**config.mk**
```make
export PLATFORM = sky130hd
export DESIGN_NAME = xbar_slave_arbiter
export DESIGN_NICKNAME = d
export VERILOG_FILES = /design/src/rtl/xbar_pkg.sv /design/src/rtl/rr_pick.sv /design/src/rtl/xbar_slave_arbiter.sv
export SDC_FILE = /design/constraint.sdc
export NUM_CORES = 1
export LEC_CHECK = 0
export CAP_MARGIN = 20
export CORE_AREA = 2 2 196 198
export CTS_BUF_LIST = sky130_fd_sc_hd__clkbuf_4 sky130_fd_sc_hd__clkbuf_8 sky130_fd_sc_hd__clkbuf_16
export CTS_CLUSTER_SIZE = 12
export DETAILED_ROUTE_END_ITERATION = 10
export DIE_AREA = 0 0 198 200
export PLACE_DENSITY = 0.47
export REMOVE_ABC_BUFFERS = 1
export SLEW_MARGIN = 20
export SYNTH_ARGS = -nofsm -noshare
export SYNTH_HDL_FRONTEND = slang
export SYNTH_SLANG_ARGS = --single-unit
```
**constraint.sdc**
```tcl
create_clock -name clk -period 6.5 [get_ports clk]
set_input_delay 1.95 -clock clk [delete_from_list [all_inputs] [get_ports clk]]
set_output_delay 1.95 -clock clk [all_outputs]
set_load 0.02 [all_outputs]
```
**src/rtl/xbar_pkg.sv**
```systemverilog
// Shared crossbar types and constants: bus widths, command encoding, arbiter state
// and the read data returned to a master whose slave never answered.
package xbar_pkg;

  localparam int XBAR_ADDR_W = 32;
  localparam int XBAR_DATA_W = 32;

  localparam logic CMD_READ  = 1'b0;
  localparam logic CMD_WRITE = 1'b1;

  localparam logic [31:0] TIMEOUT_RDATA = 32'hDEAD_BEEF;

  typedef enum logic {
    ARB_IDLE = 1'b0,
    ARB_BUSY = 1'b1
  } arb_state_t;

endpackage

```
**src/rtl/rr_pick.sv**
```systemverilog
// Round-robin picker: first asserted req strictly after last_grant, wrapping modulo N.
// Purely combinational; found is low when no request is pending.
module rr_pick #(
  parameter int N  = 4,
  parameter int IW = $clog2(N)
) (
  input  logic [N-1:0]  req,
  input  logic [IW-1:0] last_grant,
  output logic          found,
  output logic [IW-1:0] index
);

  always_comb begin
    found = 1'b0;
    index = '0;
    for (int k = 1; k <= N; k++) begin
      if (!found && req[IW'((int'(last_grant) + k) % N)]) begin
        found = 1'b1;
        index = IW'((int'(last_grant) + k) % N);
      end
    end
  end

endmodule

```
**src/rtl/xbar_slave_arbiter.sv**
```systemverilog
// One slave port shared by N masters, round-robin, one transaction per grant; req->sl_req 1 cycle,
// ack passed through same cycle, one idle bubble between grants. XBAR_ARB_TIMEOUT_EN adds an ack timeout.
module xbar_slave_arbiter
  import xbar_pkg::*;
#(
  parameter int N_MASTERS = 4,
  parameter int ADDR_W    = XBAR_ADDR_W,
  parameter int DATA_W    = XBAR_DATA_W,
  parameter int TIMEOUT   = 16
) (
  input  logic                          clk,
  input  logic                          rst,
  input  logic [N_MASTERS-1:0]          m_s_req,
  input  logic [N_MASTERS*ADDR_W-1:0]   m_s_addr,
  input  logic [N_MASTERS-1:0]          m_s_cmd,
  input  logic [N_MASTERS*DATA_W-1:0]   m_s_wdata,
  output logic [N_MASTERS-1:0]          s_m_ack,
  output logic [N_MASTERS*DATA_W-1:0]   s_m_rdata,
  output logic                          sl_req,
  output logic [ADDR_W-1:0]             sl_addr,
  output logic                          sl_cmd,
  output logic [DATA_W-1:0]             sl_wdata,
  input  logic                          sl_ack,
  input  logic [DATA_W-1:0]             sl_rdata,
  output logic [$clog2(N_MASTERS)-1:0]  grant_id
);

  localparam int IW = $clog2(N_MASTERS);

  arb_state_t    state_q, state_d;
  logic [IW-1:0] grant_id_q, grant_id_d;
  logic [IW-1:0] last_grant_q, last_grant_d;
  logic          sl_req_q, sl_req_d;

  logic          busy;
  logic          timeout;
  logic          done;
  logic [DATA_W-1:0] done_rdata;
  logic          pick_found;
  logic [IW-1:0] pick_idx;

  logic [ADDR_W-1:0] addr_a  [N_MASTERS];
  logic [DATA_W-1:0] wdata_a [N_MASTERS];

  rr_pick #(
    .N  (N_MASTERS),
    .IW (IW)
  ) u_rr_pick (
    .req        (m_s_req),
    .last_grant (last_grant_q),
    .found      (pick_found),
    .index      (pick_idx)
  );

  assign busy = (state_q == ARB_BUSY);

`ifdef XBAR_ARB_TIMEOUT_EN
  localparam int CNT_W = $clog2(TIMEOUT + 1);

  logic [CNT_W-1:0] wait_cnt_q, wait_cnt_d;

  // Counter holds the number of BUSY cycles already elapsed; it fires in the TIMEOUT-th one.
  assign timeout = busy && !sl_ack && (wait_cnt_q == CNT_W'(TIMEOUT - 1));

  always_comb begin
    wait_cnt_d = '0;
    if (busy) begin
      wait_cnt_d = wait_cnt_q + 1'b1;
    end
  end

  always_ff @(posedge clk) begin
    if (rst) begin
      wait_cnt_q <= '0;
    end else begin
      wait_cnt_q <= wait_cnt_d;
    end
  end
`else
  assign timeout = 1'b0;
`endif

  // Reset wins over a coinciding slave ack: the in-flight transaction is dropped silently.
  assign done       = busy && !rst && (sl_ack || timeout);
  assign done_rdata = sl_ack ? sl_rdata : DATA_W'(TIMEOUT_RDATA);

  always_comb begin
    state_d      = state_q;
    grant_id_d   = grant_id_q;
    last_grant_d = last_grant_q;
    case (state_q)
      ARB_IDLE: begin
        if (pick_found) begin
          state_d      = ARB_BUSY;
          grant_id_d   = pick_idx;
          last_grant_d = pick_idx;
        end
      end
      ARB_BUSY: begin
        if (sl_ack || timeout) begin
          state_d = ARB_IDLE;
        end
      end
      default: state_d = ARB_IDLE;
    endcase
    sl_req_d = (state_d == ARB_BUSY);
  end

  always_ff @(posedge clk) begin
    if (rst) begin
      state_q      <= ARB_IDLE;
      grant_id_q   <= '0;
      last_grant_q <= IW'(N_MASTERS - 1);
      sl_req_q     <= 1'b0;
    end else begin
      state_q      <= state_d;
      grant_id_q   <= grant_id_d;
      last_grant_q <= last_grant_d;
      sl_req_q     <= sl_req_d;
    end
  end

  for (genvar i = 0; i < N_MASTERS; i++) begin : g_master
    assign addr_a[i]  = m_s_addr[i*ADDR_W +: ADDR_W];
    assign wdata_a[i] = m_s_wdata[i*DATA_W +: DATA_W];
    assign s_m_ack[i] = done && (grant_id_q == IW'(i));
    assign s_m_rdata[i*DATA_W +: DATA_W] = s_m_ack[i] ? done_rdata : '0;
  end

  assign sl_req   = sl_req_q;
  assign grant_id = grant_id_q;
  assign sl_addr  = busy ? addr_a[grant_id_q]  : '0;
  assign sl_cmd   = busy ? m_s_cmd[grant_id_q] : 1'b0;
  assign sl_wdata = busy ? wdata_a[grant_id_q] : '0;

endmodule
```
# Word level (Yosys, flattened, before mapping)
# Cells that the tools add are included.
[totals] out_inout_bits=200 regBits=5 inputBits=299 elab_cells=72
[op_classes] add_sub_neg=4 mux=39 order_cmp=6 reduce_logical=15 bitwise=2 eq_ne=3
[op_table] op="$mux 32" n=11
[op_table] op="$bmux 32 s2" n=2
[op_table] op="$lt 2x4->1 const B" n=4
[op_table] op="$mux 1" n=16
[op_table] op="$bmux 1 s2" n=5
[op_table] op="$logic_and 1x1->1" n=9
[op_table] op="$mux 2" n=4
[op_table] op="$add 2x1->2 const B" n=2
[op_table] op="$add 2x2->2 const B" n=2
[op_table] op="$eq 2x2->1 const B" n=2
[op_table] op="$logic_not 1->1" n=4
[op_table] op="$ge 3x3->1 const B" n=1
[op_table] op="$lt 2x3->1 const B" n=1
[op_table] op="$not 2->3" n=1
[op_table] op="$eq 2x1->1 const B" n=1
[op_table] op="$logic_not 2->1" n=1
[op_table] op="$pmux 1 s2" n=1
[op_table] op="$reduce_and 2->1" n=1
[op_table] op="$not 1->1" n=1

# Depth between registers and ports, before layout
[depth] ltp_word=16 depth_mapped=6 mapped_depth_nobuf=3

# Cells and area by module
# A second synthesis with hierarchy kept.
[unflattened] cells_unflattened=446 hier_area_um2=2974.1
[modules_own_cells] module="xbar_slave_arbiter" area_each_um2=2882.8 cells_per_inst=432 instances=1 seq_area_each_um2=100.1
[modules_own_cells] module="rr_pick" area_each_um2=91.3 cells_per_inst=14 instances=1 seq_area_each_um2=0.0

# Least setup slack after synthesis
# Ideal clock, no wire load.
[synth_timing] path_type="in2out" start="input port rst" end="output port s_m_rdata[77]" stages=5 t_required_ns=4.550 arrival_time_ns=3.177 n_path_buf=3 setup_slack_ns=1.373 path_cell_list="clkbuf_1 -> or4b_1 -> buf_2 -> buf_6 -> nor2_1"
[synth_via] elab_chain_cells=5
[synth_lines] item="from (decl)" line_no="xbar_slave_arbiter.sv:12" text="input logic rst,"
[synth_lines] item="$logic_not 1->1" line_no="xbar_slave_arbiter.sv:84" text="assign done = busy && !rst && (sl_ack || timeout);"
[synth_lines] item="$logic_and 1x1->1 (2 in series)" line_no="xbar_slave_arbiter.sv:84"
[synth_lines] item="$logic_and 1x1->1" line_no="xbar_slave_arbiter.sv:126" text="assign s_m_ack[i] = done && (grant_id_q == IW'(i));"
[synth_lines] item="$mux 32" line_no="xbar_slave_arbiter.sv:127" text="assign s_m_rdata[i*DATA_W +: DATA_W] = s_m_ack[i] ? done_rdata : '0;"
[synth_lines] item="to (decl)" line_no="xbar_slave_arbiter.sv:18" text="output logic [N_MASTERS*DATA_W-1:0] s_m_rdata,"
# Every way passes these cells.

# Worst setup path after layout
[layout_timing] start="input port sl_ack" end="output port s_m_rdata[63]"
[layout_via] elab_chain_cells=3 word_cells_on_any_way=4 classes_between="mux: 2; reduce/logical: 2"
[layout_lines] item="from (decl)" line_no="xbar_slave_arbiter.sv:23" text="input logic sl_ack,"
[layout_lines] item="$logic_and 1x1->1" line_no="xbar_slave_arbiter.sv:84"
[layout_lines] item="$logic_and 1x1->1" line_no="xbar_slave_arbiter.sv:126"
[layout_lines] item="$mux 32 (*)" line_no="xbar_slave_arbiter.sv:127"
# Mark *: on every way between the ends. The rest lies on a longest branch, timed or not.

==> summary.md <==
| Metric | Value |
|---|---|
| Status | `finished, final reports clean` |
| Root Driver | `clkbuf_16` |
| Setup TNS Final | `0 ps` |
| CTS Buf Count | `3` |
| Number of global-route vias before repair | `4876` |
| Die area | `39600 µm²` |
| Gr ovfl total | `0` |
| H-tree levels | `1` |
| Pre-Repair DR Iteration Count | `4` |
| Nets | `1143` |
| CTS tree | `done` |
| Synth async-reset ratio | `0%` |
| First-pass GRT wire length | `33200 µm` |
| Clk sinks | `5` |
| Mean Syn Cell Area | `8.55 µm²` |
| Hpwl dp | `21700 µm` |
| Max-Cap Viols | `0` |
| Commonest non-fill, non-tap cell in the layout | `clkdlybuf4s50_1` |
| Net Sw Frac | `35.8%` |
| Grt peak-use layer | `met2` |
| Worst slew pin tran | `704 ps` |
| Grt met1 use | `13.7%` |
| Antenna violations before repair | `0` |
| Maximum number of pins on one net before global-route repair | `74` |
| Starting Density | `8.52%` |
| GP Congestion | `0.742` |
| Seq/Total Area, Yosys | `3.14%` |
| Worst Path Required | `4550 ps` |
| Antenna-violating nets left | `0` |
| Sw power | `274 µW` |
| Max Slew Vio Count | `0` |
| Xor and xnor area share after synthesis | `0%` |
| FMAX | `162 MHz` |
| Clk_lat worst skew | `220 ps` |
| Min-delay src | `sl_req` |
| Netlist cell types | `32` |
| Part of the power in registers | `7.7%` |
| Worst-path clk slew | `30 ps` |
| Row cnt | `71` |
| Critical Path Source Type | `primary input` |
| Primary FF master, synth | `dfxtp_1` |
| Peak VDD IR | `0.0000864 V` |
| Worst R2R Setup Slack | `5100 ps` |
| Largest family of logic cells by synthesized area | `multiplexers` |
| Synth Area in Compound Gates | `3.14%` |
| Routing usage on met2 | `21.1%` |
| Yosys reg bits | `5` |
| Synth Instances | `373` |
| Crit path from | `sl_ack` |
| Clock Skew | `1.43 ps` |
| Crit. End Element | `output port` |
| Post-Synth Simple-Gate Area | `38.4%` |
| Starting DRT DRC Count | `160` |
| Hold Buf Count CTS | `0` |
| Most frequent cells in the layout | `clkdlybuf4s50_1, nor2_1, mux4_2, and2_1, nor2_2` |
| Fin crit share | `95.1%` |
| Hold Vio Cnt, Final | `0` |
| RSZ-0062 raised after global routing | `false` |
| Cell Area, Placed | `8660 µm²` |
| Total I/O pin count | `499` |
| Filler instances | `4106` |
| R2R Path Start | `sl_req` |
| Cell internal pwr | `491 µW` |
| Post-Route WL | `24500 µm` |
| Final Cell Area | `8750 µm²` |
| Bufs on Longest Clock Path | `2` |
| Comb pwr share | `78.8%` |
| Setup bufs post-CTS | `0` |
| Vias | `4781` |
| Routed vias/inst | `3.53` |
| Core area | `37400 µm²` |
| Multiplexer share of the synthesized area | `46.2%` |
| Synth warn | `0` |
| Clock power share | `13.6%` |
| Finish-stage setup viols | `0` |
| Power density cells | `87.5 nW/µm²` |
| Slew margin rel. | `53.0%` |
| Die X | `198 µm` |
| Worst hold path class | `reg -> reg` |
| Ratio of cells with drive above 1 in the final layout | `13.4%` |
| Post-synth EDFFs | `0` |
| Mapped Area | `3190 µm²` |
| Min Tclk post-route | `6180 ps` |
| CP Class | `in -> out` |
| Leak | `3.03 nW` |
| CTS resizes | `0` |
| DIE HEIGHT | `200 µm` |
| GR Util All Layers | `11.3%` |
| Routed wire per std cell | `18.1 µm` |
| Critical Path AT | `4230 ps` |
| Antenna diodes | `0` |
| # port buffers | `498` |
| Synth Area in Adders | `0%` |
| Layout Area Growth over Synthesis | `174%` |
| Number of remaining DRC errors | `0` |
| CP max FO | `33` |
| Met3 usage | `2.65%` |
-- state kept, by name, indices dropped and copies added (netlist names) --
name / count
sl_req: 1
grant_id: 2
last_grant_q: 2
-- metrics by stage --
stage | std cells | total power, mW | utilization, % | hold WS (ps) | setup WS, ps
floorplan | 330 | 0.317 | - | 556 | -361
finish | 1354 | 0.765 | 23.4 | 530 | 321
global placement | 1350 | 0.674 | 23.2 | 546 | 300
global route | 1354 | 0.814 | 23.4 | 599 | 198
CTS | 1354 | 0.782 | 23.4 | 535 | 259
detailed placement | 1350 | 0.676 | 23.2 | 529 | 268
-- routing by layer --
| metal | up-vias | share of wire (%) | routed length [µm] |
|---|---|---|---|
| li1 | 2246 | - | - |
| met1 | 2222 | 40 | 9870 |
| met2 | 309 | 51 | 12400 |
| met3 | 4 | 8.6 | 2100 |
| met4 | 0 | 0.31 | 75 |
| met5 | - | 0 | 0 |
-- synthesized netlist by cell type, drive strengths merged (2+ instances only) --
cell	count	share of area (%)
nor2	130	17
and2	65	13
mux4	65	46
buf	26	6.3
nor2b	25	4.9
clkbuf	17	2.0
nand2	10	1.3
inv	7	0.82
dfxtp	5	3.1
o21ai	3	0.47
o211ai	2	0.47
or4	2	0.47
or4b	2	0.63
-- critical path: stages --
cell             delay (ps)
clkdlybuf4s50_1         560
nand2_2                 100
or4b_2                  650
buf_12                  210
nor2_1                  120
clkdlybuf4s50_1         600
-- path summary, 6_finish.rpt --
path	to	depth (start not counted)
worst max-delay path	s_m_rdata[63]	6
worst min-delay path	sl_req	3
worst max register to register	last_grant_q[0]	4
worst min register to register	sl_req	3
-- power by group through the flow --
stage	combinational [mW]	clock, mW	sequential (mW)
floorplan	0.244	0	0.0729
global placement	0.613	0	0.0612
detailed placement	0.614	0	0.0615
CTS	0.616	0.105	0.0610
global route	0.642	0.110	0.0615
finish	0.603	0.104	0.0586
-- cell type report --
cell class	count	area (µm²)	area share, %
repair buffers	509	5090	58.2
multi-input cells	318	2800	32.0
well taps	511	639	7.31
flip-flops and latches	5	109	1.24
clock buffers	4	82.6	0.944
inverters	7	26.3	0.300
-- cell families after synthesis --
| family | after synthesis |
|---|---|
| simple gates | 238 |
| mux | 66 |
| buf+inv | 50 |
| compound gates | 14 |
| flops | 5 |
No activity file was read; power rests on OpenSTA's default activity.
